$ cat src/rtl/kf_pkg.sv
// Shared types and constants for the Kalman sample sequencer.
package kf_pkg;

    typedef enum logic [2:0] {
        IDLE    = 3'd0,
        P_START = 3'd1,
        P_WAIT  = 3'd2,
        U_START = 3'd3,
        U_WAIT  = 3'd4,
        OUT     = 3'd5
    } kf_seq_state_t;

    localparam int unsigned KF_CNT_W = 16;  // completed-sample counter width
    localparam int unsigned KF_WIDTH = 16;  // default fixed-point word width
    localparam int unsigned KF_WD_W  = 10;  // watchdog counter width

endpackage

$ cat src/rtl/kf_watchdog.sv
// Wait-state watchdog: counts enabled cycles spent in a WAIT state and flags expiry
// once TIMEOUT enabled cycles have elapsed there. Only built with KF_WATCHDOG_EN.
module kf_watchdog
    import kf_pkg::*;
#(
    parameter int unsigned TIMEOUT = 1023
) (
    input  logic clk,
    input  logic reset,
    input  logic clk_en,
    input  logic clear,
    input  logic active,
    output logic expired
);

    localparam logic [KF_WD_W-1:0] Limit = KF_WD_W'(TIMEOUT - 1);

    logic [KF_WD_W-1:0] cnt_q, cnt_d;

    // Clear on the cycle before a WAIT is entered; saturate at the limit while waiting.
    always_comb begin
        cnt_d = cnt_q;
        if (clear) begin
            cnt_d = '0;
        end else if (active && (cnt_q != Limit)) begin
            cnt_d = cnt_q + 1'b1;
        end
    end

    // The TIMEOUT-th enabled edge in a WAIT state is the one that sees the limit.
    assign expired = active && (cnt_q == Limit);

    // Counter register, gated by the clock enable.
    always_ff @(posedge clk or negedge reset) begin
        if (!reset) begin
            cnt_q <= '0;
        end else if (clk_en) begin
            cnt_q <= cnt_d;
        end
    end

endmodule

$ cat src/rtl/kf_sample_sequencer.sv
// Sample-level controller ahead of the Kalman state-equation stage. Captures one (U, Y)
// sample, starts prediction then update, captures X_nkP / X_nkU and offers them downstream.
// Optional feature: define KF_WATCHDOG_EN to abort stuck WAIT states after TIMEOUT enabled
// cycles and raise a sticky err flag.
module kf_sample_sequencer
    import kf_pkg::*;
#(
    parameter int unsigned WIDTH   = KF_WIDTH,
    parameter int unsigned nos     = 4,
    parameter int unsigned noo     = 2,
    parameter int unsigned noi     = 2,
    parameter int unsigned TIMEOUT = 1023
) (
    input  logic                          clk,
    input  logic                          reset,
    input  logic                          clk_en,
    input  logic                          in_valid,
    output logic                          in_ready,
    input  logic [noi-1:0][WIDTH-1:0]     U_in,
    input  logic [noo-1:0][WIDTH-1:0]     Y_in,
    output logic [noi-1:0][WIDTH-1:0]     U,
    output logic [noo-1:0][WIDTH-1:0]     Y,
    output logic                          Start_Prediction,
    output logic                          Start_Update,
    input  logic                          ready_Prediction,
    input  logic                          ready_Update,
    input  logic [nos-1:0][WIDTH-1:0]     X_nkP,
    input  logic [nos-1:0][WIDTH-1:0]     X_nkU,
    output logic                          out_valid,
    input  logic                          out_ready,
    output logic [nos-1:0][WIDTH-1:0]     X_pred,
    output logic [nos-1:0][WIDTH-1:0]     X_est,
    output logic [KF_CNT_W-1:0]           sample_cnt,
    output logic                          err
);

    kf_seq_state_t                state_q, state_d;
    logic [noi-1:0][WIDTH-1:0]    u_q, u_d;
    logic [noo-1:0][WIDTH-1:0]    y_q, y_d;
    logic [nos-1:0][WIDTH-1:0]    x_pred_q, x_pred_d;
    logic [nos-1:0][WIDTH-1:0]    x_est_q, x_est_d;
    logic [KF_CNT_W-1:0]          sample_cnt_q, sample_cnt_d;
    logic                         wd_expired;

`ifdef KF_WATCHDOG_EN
    logic wd_clear;
    logic wd_active;
    logic err_q, err_d;

    // Every START state is followed by its WAIT, so clearing in START arms a fresh count.
    assign wd_clear  = (state_q == P_START) || (state_q == U_START);
    assign wd_active = (state_q == P_WAIT)  || (state_q == U_WAIT);

    kf_watchdog #(
        .TIMEOUT (TIMEOUT)
    ) u_kf_watchdog (
        .clk     (clk),
        .reset   (reset),
        .clk_en  (clk_en),
        .clear   (wd_clear),
        .active  (wd_active),
        .expired (wd_expired)
    );

    // Sticky error: set on any expiry, cleared only by reset.
    always_comb begin
        err_d = err_q | wd_expired;
    end

    assign err = err_q;
`else
    assign wd_expired = 1'b0;
    assign err        = 1'b0;
`endif

    // Next-state and data-capture logic; registers hold unless a transition loads them.
    always_comb begin
        state_d      = state_q;
        u_d          = u_q;
        y_d          = y_q;
        x_pred_d     = x_pred_q;
        x_est_d      = x_est_q;
        sample_cnt_d = sample_cnt_q;
        unique case (state_q)
            IDLE: begin
                if (in_valid) begin
                    u_d     = U_in;
                    y_d     = Y_in;
                    state_d = P_START;
                end
            end
            P_START: state_d = P_WAIT;
            P_WAIT: begin
                if (ready_Prediction) begin
                    x_pred_d = X_nkP;
                    state_d  = U_START;
                end else if (wd_expired) begin
                    state_d = IDLE;
                end
            end
            U_START: state_d = U_WAIT;
            U_WAIT: begin
                // A ready arriving on the expiry cycle still completes the sample.
                if (ready_Update) begin
                    x_est_d      = X_nkU;
                    sample_cnt_d = sample_cnt_q + 1'b1;
                    state_d      = OUT;
                end else if (wd_expired) begin
                    state_d = IDLE;
                end
            end
            OUT: begin
                if (out_ready) begin
                    state_d = IDLE;
                end
            end
            default: state_d = IDLE;
        endcase
    end

    // Moore outputs decoded from the current state; they hold while clk_en is low.
    assign in_ready         = (state_q == IDLE);
    assign Start_Prediction = (state_q == P_START);
    assign Start_Update     = (state_q == U_START);
    assign out_valid        = (state_q == OUT);
    assign U                = u_q;
    assign Y                = y_q;
    assign X_pred           = x_pred_q;
    assign X_est            = x_est_q;
    assign sample_cnt       = sample_cnt_q;

    // State and data registers with asynchronous active-low reset, gated by clk_en.
    always_ff @(posedge clk or negedge reset) begin
        if (!reset) begin
            state_q      <= IDLE;
            u_q          <= '0;
            y_q          <= '0;
            x_pred_q     <= '0;
            x_est_q      <= '0;
            sample_cnt_q <= '0;
`ifdef KF_WATCHDOG_EN
            err_q        <= 1'b0;
`endif
        end else if (clk_en) begin
            state_q      <= state_d;
            u_q          <= u_d;
            y_q          <= y_d;
            x_pred_q     <= x_pred_d;
            x_est_q      <= x_est_d;
            sample_cnt_q <= sample_cnt_d;
`ifdef KF_WATCHDOG_EN
            err_q        <= err_d;
`endif
        end
    end

endmodule

$ cat config.mk
export PLATFORM = sky130hd
export DESIGN_NAME = kf_sample_sequencer
export DESIGN_NICKNAME = d
export VERILOG_FILES = /design/src/rtl/kf_pkg.sv /design/src/rtl/kf_watchdog.sv /design/src/rtl/kf_sample_sequencer.sv
export SDC_FILE = /design/constraint.sdc
export NUM_CORES = 1
export LEC_CHECK = 0
export BUFFER_PORTS_ARGS = -buffer_cell sky130_fd_sc_hd__buf_2
export CORE_AREA = 2 2 159 161
export DETAILED_ROUTE_END_ITERATION = 10
export DIE_AREA = 0 0 161 163
export SYNTH_ARGS = -nofsm -noshare
export SYNTH_HDL_FRONTEND = slang
export SYNTH_SLANG_ARGS = --single-unit
$ cat constraint.sdc
create_clock -name clk -period 4.4 [get_ports clk]
set_input_delay 0.66 -clock clk [delete_from_list [all_inputs] [get_ports clk]]
set_output_delay 0.66 -clock clk [all_outputs]
set_load 0.05 [all_outputs]
Word-level counts from Yosys, hierarchy flattened
Index checks and enable logic that the tools add are counted.
{ "op_classes": {"add_sub_neg": 1, "eq_ne": 9, "n_mux": 5, "reduce_logical": 5} }
{ "op_table": {"columns": ["cell", "n"], "rows": [
  ["one-hot mux 3 bit (6 select lines)", 1],
  ["adder 16 x 1 -> 16 bit (second input constant)", 1],
  ["2-to-1 mux 3 bit", 4],
  ["AND reduction 3 bit", 3],
  ["equality test 3 x 2 -> 1 bit (second input constant)", 2],
  ["equality test 3 bit (second input constant)", 2],
  ["!= test 2 bit (second input constant)", 3],
  ["AND reduction 5 bit", 1],
  ["equality test 3 x 1 -> 1 bit (second input constant)", 1],
  ["logical NOT 3 bit", 1],
  ["!= test 2 x 1 -> 1 bit (second input constant)", 1]
]} }
{ "totals": {"register_bits": 211, "in_bits": 199, "output_inout_bits": 213} }

Logic depth before layout (Yosys ltp)
{ "logic_depth": {"word_depth": 3, "depth_mapped": 8} }

Worst setup path after synthesis
No wires, ideal clock.
{ "synth_timing": {"path_type": "reg-to-output", "startpoint": "register state_q[1]", "endpoint": "output Start_Update", "arrival_ns": 1.745, "t_required_ns": 3.740, "setup_slack_ns": 1.995, "path_stages_with_launch": 3, "path_buffers": 0, "path_cell_list": "dfrtp_1 -> inv_1 -> nor3b_1"} }
{ "synth_between": {"elab_chain_cells": 1} }
{ "synth_rtl": {"columns": ["element", "line_no", "rtl"], "rows": [
  ["start: declaration", "kf_sample_sequencer.sv:37", "kf_seq_state_t state_q, state_d;"],
  ["start signal: assignment", "kf_sample_sequencer.sv:145", "state_q <= state_d;"],
  ["equality test 3 x 2 -> 1 bit", "kf_sample_sequencer.sv:124", "assign Start_Update = (state_q == U_START);"],
  ["end: declaration", "kf_sample_sequencer.sv:24", "output logic Start_Update,"]
]} }
Every way passes these cells.

Worst setup path after layout
{ "layout_timing": {"startpoint": "register state_q[2]", "endpoint": "register x_pred_q (netlist bit X_pred[51])"} }
{ "layout_between": {"elab_chain_cells": 2} }
{ "layout_rtl": {"columns": ["element", "line_no", "rtl"], "rows": [
  ["equality test 3 x 2 -> 1 bit", "kf_sample_sequencer.sv:84", "unique case (state_q)"],
  ["AND reduction 3 bit (no line)", null, null],
  ["end signal: assignment", "kf_sample_sequencer.sv:148", "x_pred_q <= x_pred_d;"],
  ["end: declaration", "kf_sample_sequencer.sv:40", "logic [nos-1:0][WIDTH-1:0] x_pred_q, x_pred_d;"]
]} }
Every way passes these cells.
A chain may end at the register's enable or synchronous reset.

==> Implementation_results.wiki <==
{| class="wikitable"
! Metric !! Value
|-
| Root buffer cell || sky130_fd_sc_hd__clkbuf_16
|-
| Least-Margin Pin Slew || about 0.96 ns
|-
| GPL Wtd Cong || between 0.7 and 0.8
|-
| Gr ovfl total || 0
|-
| Number of nets in the synthesized netlist || 698
|-
| CP required || between 4 and 5 ns
|-
| Resized cells post-CTS || 0
|-
| Die ar. || between 0.02 and 0.03 mm^2
|-
| Top achievable clock speed || between 300 and 400 MHz
|-
| Class of the tightest hold or removal check || in -> async
|-
| Post-synthesis register bit count || around 210
|-
| Clock Skew || about 0.011 ns
|-
| Initial Util || 0.327
|-
| Unrepaired setup endpoints after global routing || false
|-
| Most frequent cells in the layout || sky130_fd_sc_hd__buf_2, sky130_fd_sc_hd__dfrtp_1, sky130_fd_sc_hd__mux2_2
|-
| Biggest fanout along the worst timing path || 51
|-
| Via count of the first global-routing pass || roughly 5600
|-
| Wire length of the first global-routing pass || just over 30 mm
|-
| Main synth FF type || sky130_fd_sc_hd__dfrtp_1
|-
| Final Hold Vio Count || 0
|-
| Max-slew headroom || 0.360
|-
| Cell type with the highest aggregate area in the netlist || sky130_fd_sc_hd__dfrtp_1
|-
| CTS Buffer Depth || 3
|-
| Pin count of the biggest net entering global routing || 93
|-
| Area share of the leading cell type in the synthesized netlist || 0.655
|-
| Routed vias || roughly 5600
|-
| Kind of end point of the critical path || register
|-
| Drt via density || 4.45
|-
| Die H || 163 um
|-
| Non-filler instance count after layout || 1260
|-
| Clock tree from TritonCTS || done
|-
| Path type of the worst setup path || reg -> reg
|-
| Number of buffers inserted by post-CTS setup repair || 0
|-
| Average footprint of a synthesized cell || approximately 16 um^2
|-
| Share of synthesized area occupied by flip-flops and latches || 0.655
|-
| Initial drt markers || ~310
|-
| Total number of H-tree levels || 1
|-
| Remaining antenna violation count || 0
|-
| Async SR Flop Fraction || 1.00
|-
| Skew-Pair Late Insertion Delay || approximately 0.51 ns
|-
| HPWL Detailed || roughly 14 mm
|-
| Cell count after synthesis || 498
|-
| Final worst path period need || 2.53 ns
|-
| Drt pass-1 iters || 4
|-
| Reg-to-reg critical path startpoint || state_q[2]$_DFFE_PN0P_
|-
| Worst path cell trace || nor2_1, nand3_1, nor2_4, buf_4, mux2_2
|-
| Setup Total Neg Slack || 0 ns
|-
| Most common cell after layout, fill and taps aside || sky130_fd_sc_hd__buf_2
|-
| Number of synthesized flops with an enable pin || 0
|-
| DR WL/cell || ~16 um
|-
| I/O pin count || slightly above 400
|-
| DRC viols || 0
|-
| Yosys Warn Count || 0
|-
| Count of buffers from port buffering || 410
|-
| Crit path max-delay cell type || sky130_fd_sc_hd__buf_4
|-
| Total wire length || 20.1 mm
|-
| Main area contributors after synthesis || sky130_fd_sc_hd__dfrtp_1, sky130_fd_sc_hd__mux2_2, sky130_fd_sc_hd__xor2_1
|-
| Final worst path period share || 0.575
|-
| Worst setup SP type || register
|-
| Worst reg2reg path endpoint || X_pred[51]$_DFFE_PN0P_
|-
| Layout cells sized above 1 || 0.702
|-
| Crit path arrival time || roughly 2.9 ns
|-
| Number of placement rows || 58
|-
| Core Area || 0.0247 mm^2
|-
| Total instance count after detailed placement || ~1200
|-
| Number of buffers added by the clock tree synthesis step || 24
|-
| Antenna Diode Count || 0
|-
| Max-capacitance violation count || 0
|-
| Yosys cell types || 26
|-
| Clock transition at the registers of the reported paths || approximately 0.06 ns
|-
| Global-route usage over all layers || 0.143
|-
| R2R depth || 5
|-
| Critical Path Max Stage Delay || 0.65 ns
|-
| Number of antenna violations at the first check in global routing || 0
|-
| Layout Nets || around 1100
|-
| Slack of the worst reg-to-reg path || approximately 1.9 ns
|-
| Total of hold buffers inserted after clock tree synthesis || 0
|-
| Total clock sinks || roughly 210
|-
| Run status || finished, final reports clean
|-
| Final slew viol count || 0
|-
| Syn Std Cell Area || between 0.008 and 0.009 mm^2
|-
| # setup viols final || 0
|-
| Horizontal die dimension || ~160 um
|-
| Layout overhead on the synthesized area || 40.1%
|}
[stage by stage]
step / util / hold slack, ns / worst slack, ns / area, um^2
floorplan: - / 0.364 / 1.99 / 8070
global placement: 0.423 / 0.461 / 1.81 / 10400
detailed placement: 0.423 / 0.474 / 1.82 / 10400
CTS: 0.458 / 0.249 / 1.84 / 11300
global route: 0.458 / 0.283 / 1.70 / 11300
finish: 0.458 / 0.226 / 1.87 / 11300
[sequential cells by signal, indices dropped and copies added (netlist names)]
signal      count
Y              32
state_q         3
X_est          64
U              32
sample_cnt     16
X_pred         64
[layer usage]
metal / wire length [um] / global-route usage / vias to the layer above / part of all wire
met3: 1820 / 0.0461 / 46 / 0.091
met5: 0 / 0 / - / 0
met4: 773 / 0.0568 / 0 / 0.038
li1: - / - / 2590 / -
met2: 9810 / 0.243 / 274 / 0.49
met1: 7710 / 0.170 / 2702 / 0.38
[worst max path at each step]
| stage | from | endpoint | slack (ns) | cells past startpoint |
|---|---|---|---|---|
| finish | state_q[2]$_DFFE_PN0P_ | X_pred[51]$_DFFE_PN0P_ | 1.87 | 5 |
| detailed placement | clk_en | X_est[61]$_DFFE_PN0P_ | 1.82 | 5 |
| floorplan | state_q[1]$_DFFE_PN0P_ | Start_Update | 1.99 | 2 |
| CTS | state_q[2]$_DFFE_PN0P_ | X_pred[51]$_DFFE_PN0P_ | 1.84 | 5 |
| global route | state_q[2]$_DFFE_PN0P_ | X_pred[49]$_DFFE_PN0P_ | 1.70 | 5 |
| global placement | clk_en | X_est[17]$_DFFE_PN0P_ | 1.81 | 5 |
[synth_stat cells, types with 2 or more instances]
cell type,number
sky130_fd_sc_hd__buf_6,3
sky130_fd_sc_hd__xnor2_1,4
sky130_fd_sc_hd__dfrtp_1,211
sky130_fd_sc_hd__buf_2,14
sky130_fd_sc_hd__mux2_2,194
sky130_fd_sc_hd__xor2_1,11
sky130_fd_sc_hd__inv_1,3
sky130_fd_sc_hd__nand4_1,3
sky130_fd_sc_hd__nand3_1,6
sky130_fd_sc_hd__and3_1,5
sky130_fd_sc_hd__nor4_1,7
sky130_fd_sc_hd__buf_4,8
sky130_fd_sc_hd__nor2_1,3
sky130_fd_sc_hd__nor3_1,3
sky130_fd_sc_hd__nor3b_1,2
sky130_fd_sc_hd__nand2_1,11
[logic make-up (layout without fill, tap and decap cells)]
kind of cell,Yosys count,in the layout,synth area share
AO/OA/AOI/OAI,4,4,0.00372
AND/OR/NAND/NOR,43,43,0.0295
XOR/XNOR,15,15,0.0163
flip-flops,211,211,0.655
buffers and inverters,28,460,0.0217
multiplexers,195,195,0.272
adder cells (fa/ha/maj),1,1,0.00155
other,1,1,0.000465
[final cells by class]
type	instances	area (um^2)
clock buffer	35	733
clock inverter	8	124
fill	2317	13400
inverter	3	11.3
multi-input combinational	259	2630
sequential	211	5280
tap	330	413
timing repair buffer	414	2100
[critical path: cells and delay by family (launching register included)]
| kind | cells | cell delay (ns) |
|---|---|---|
| buffers and inverters | 1 | 0.65 |
| DFF | 1 | 0.49 |
| muxes | 1 | 0.40 |
| and+or+nand+nor | 3 | 0.83 |
Power is not shown: default switching activity piles up to over one toggle a cycle in this logic, so the estimate is an artifact.
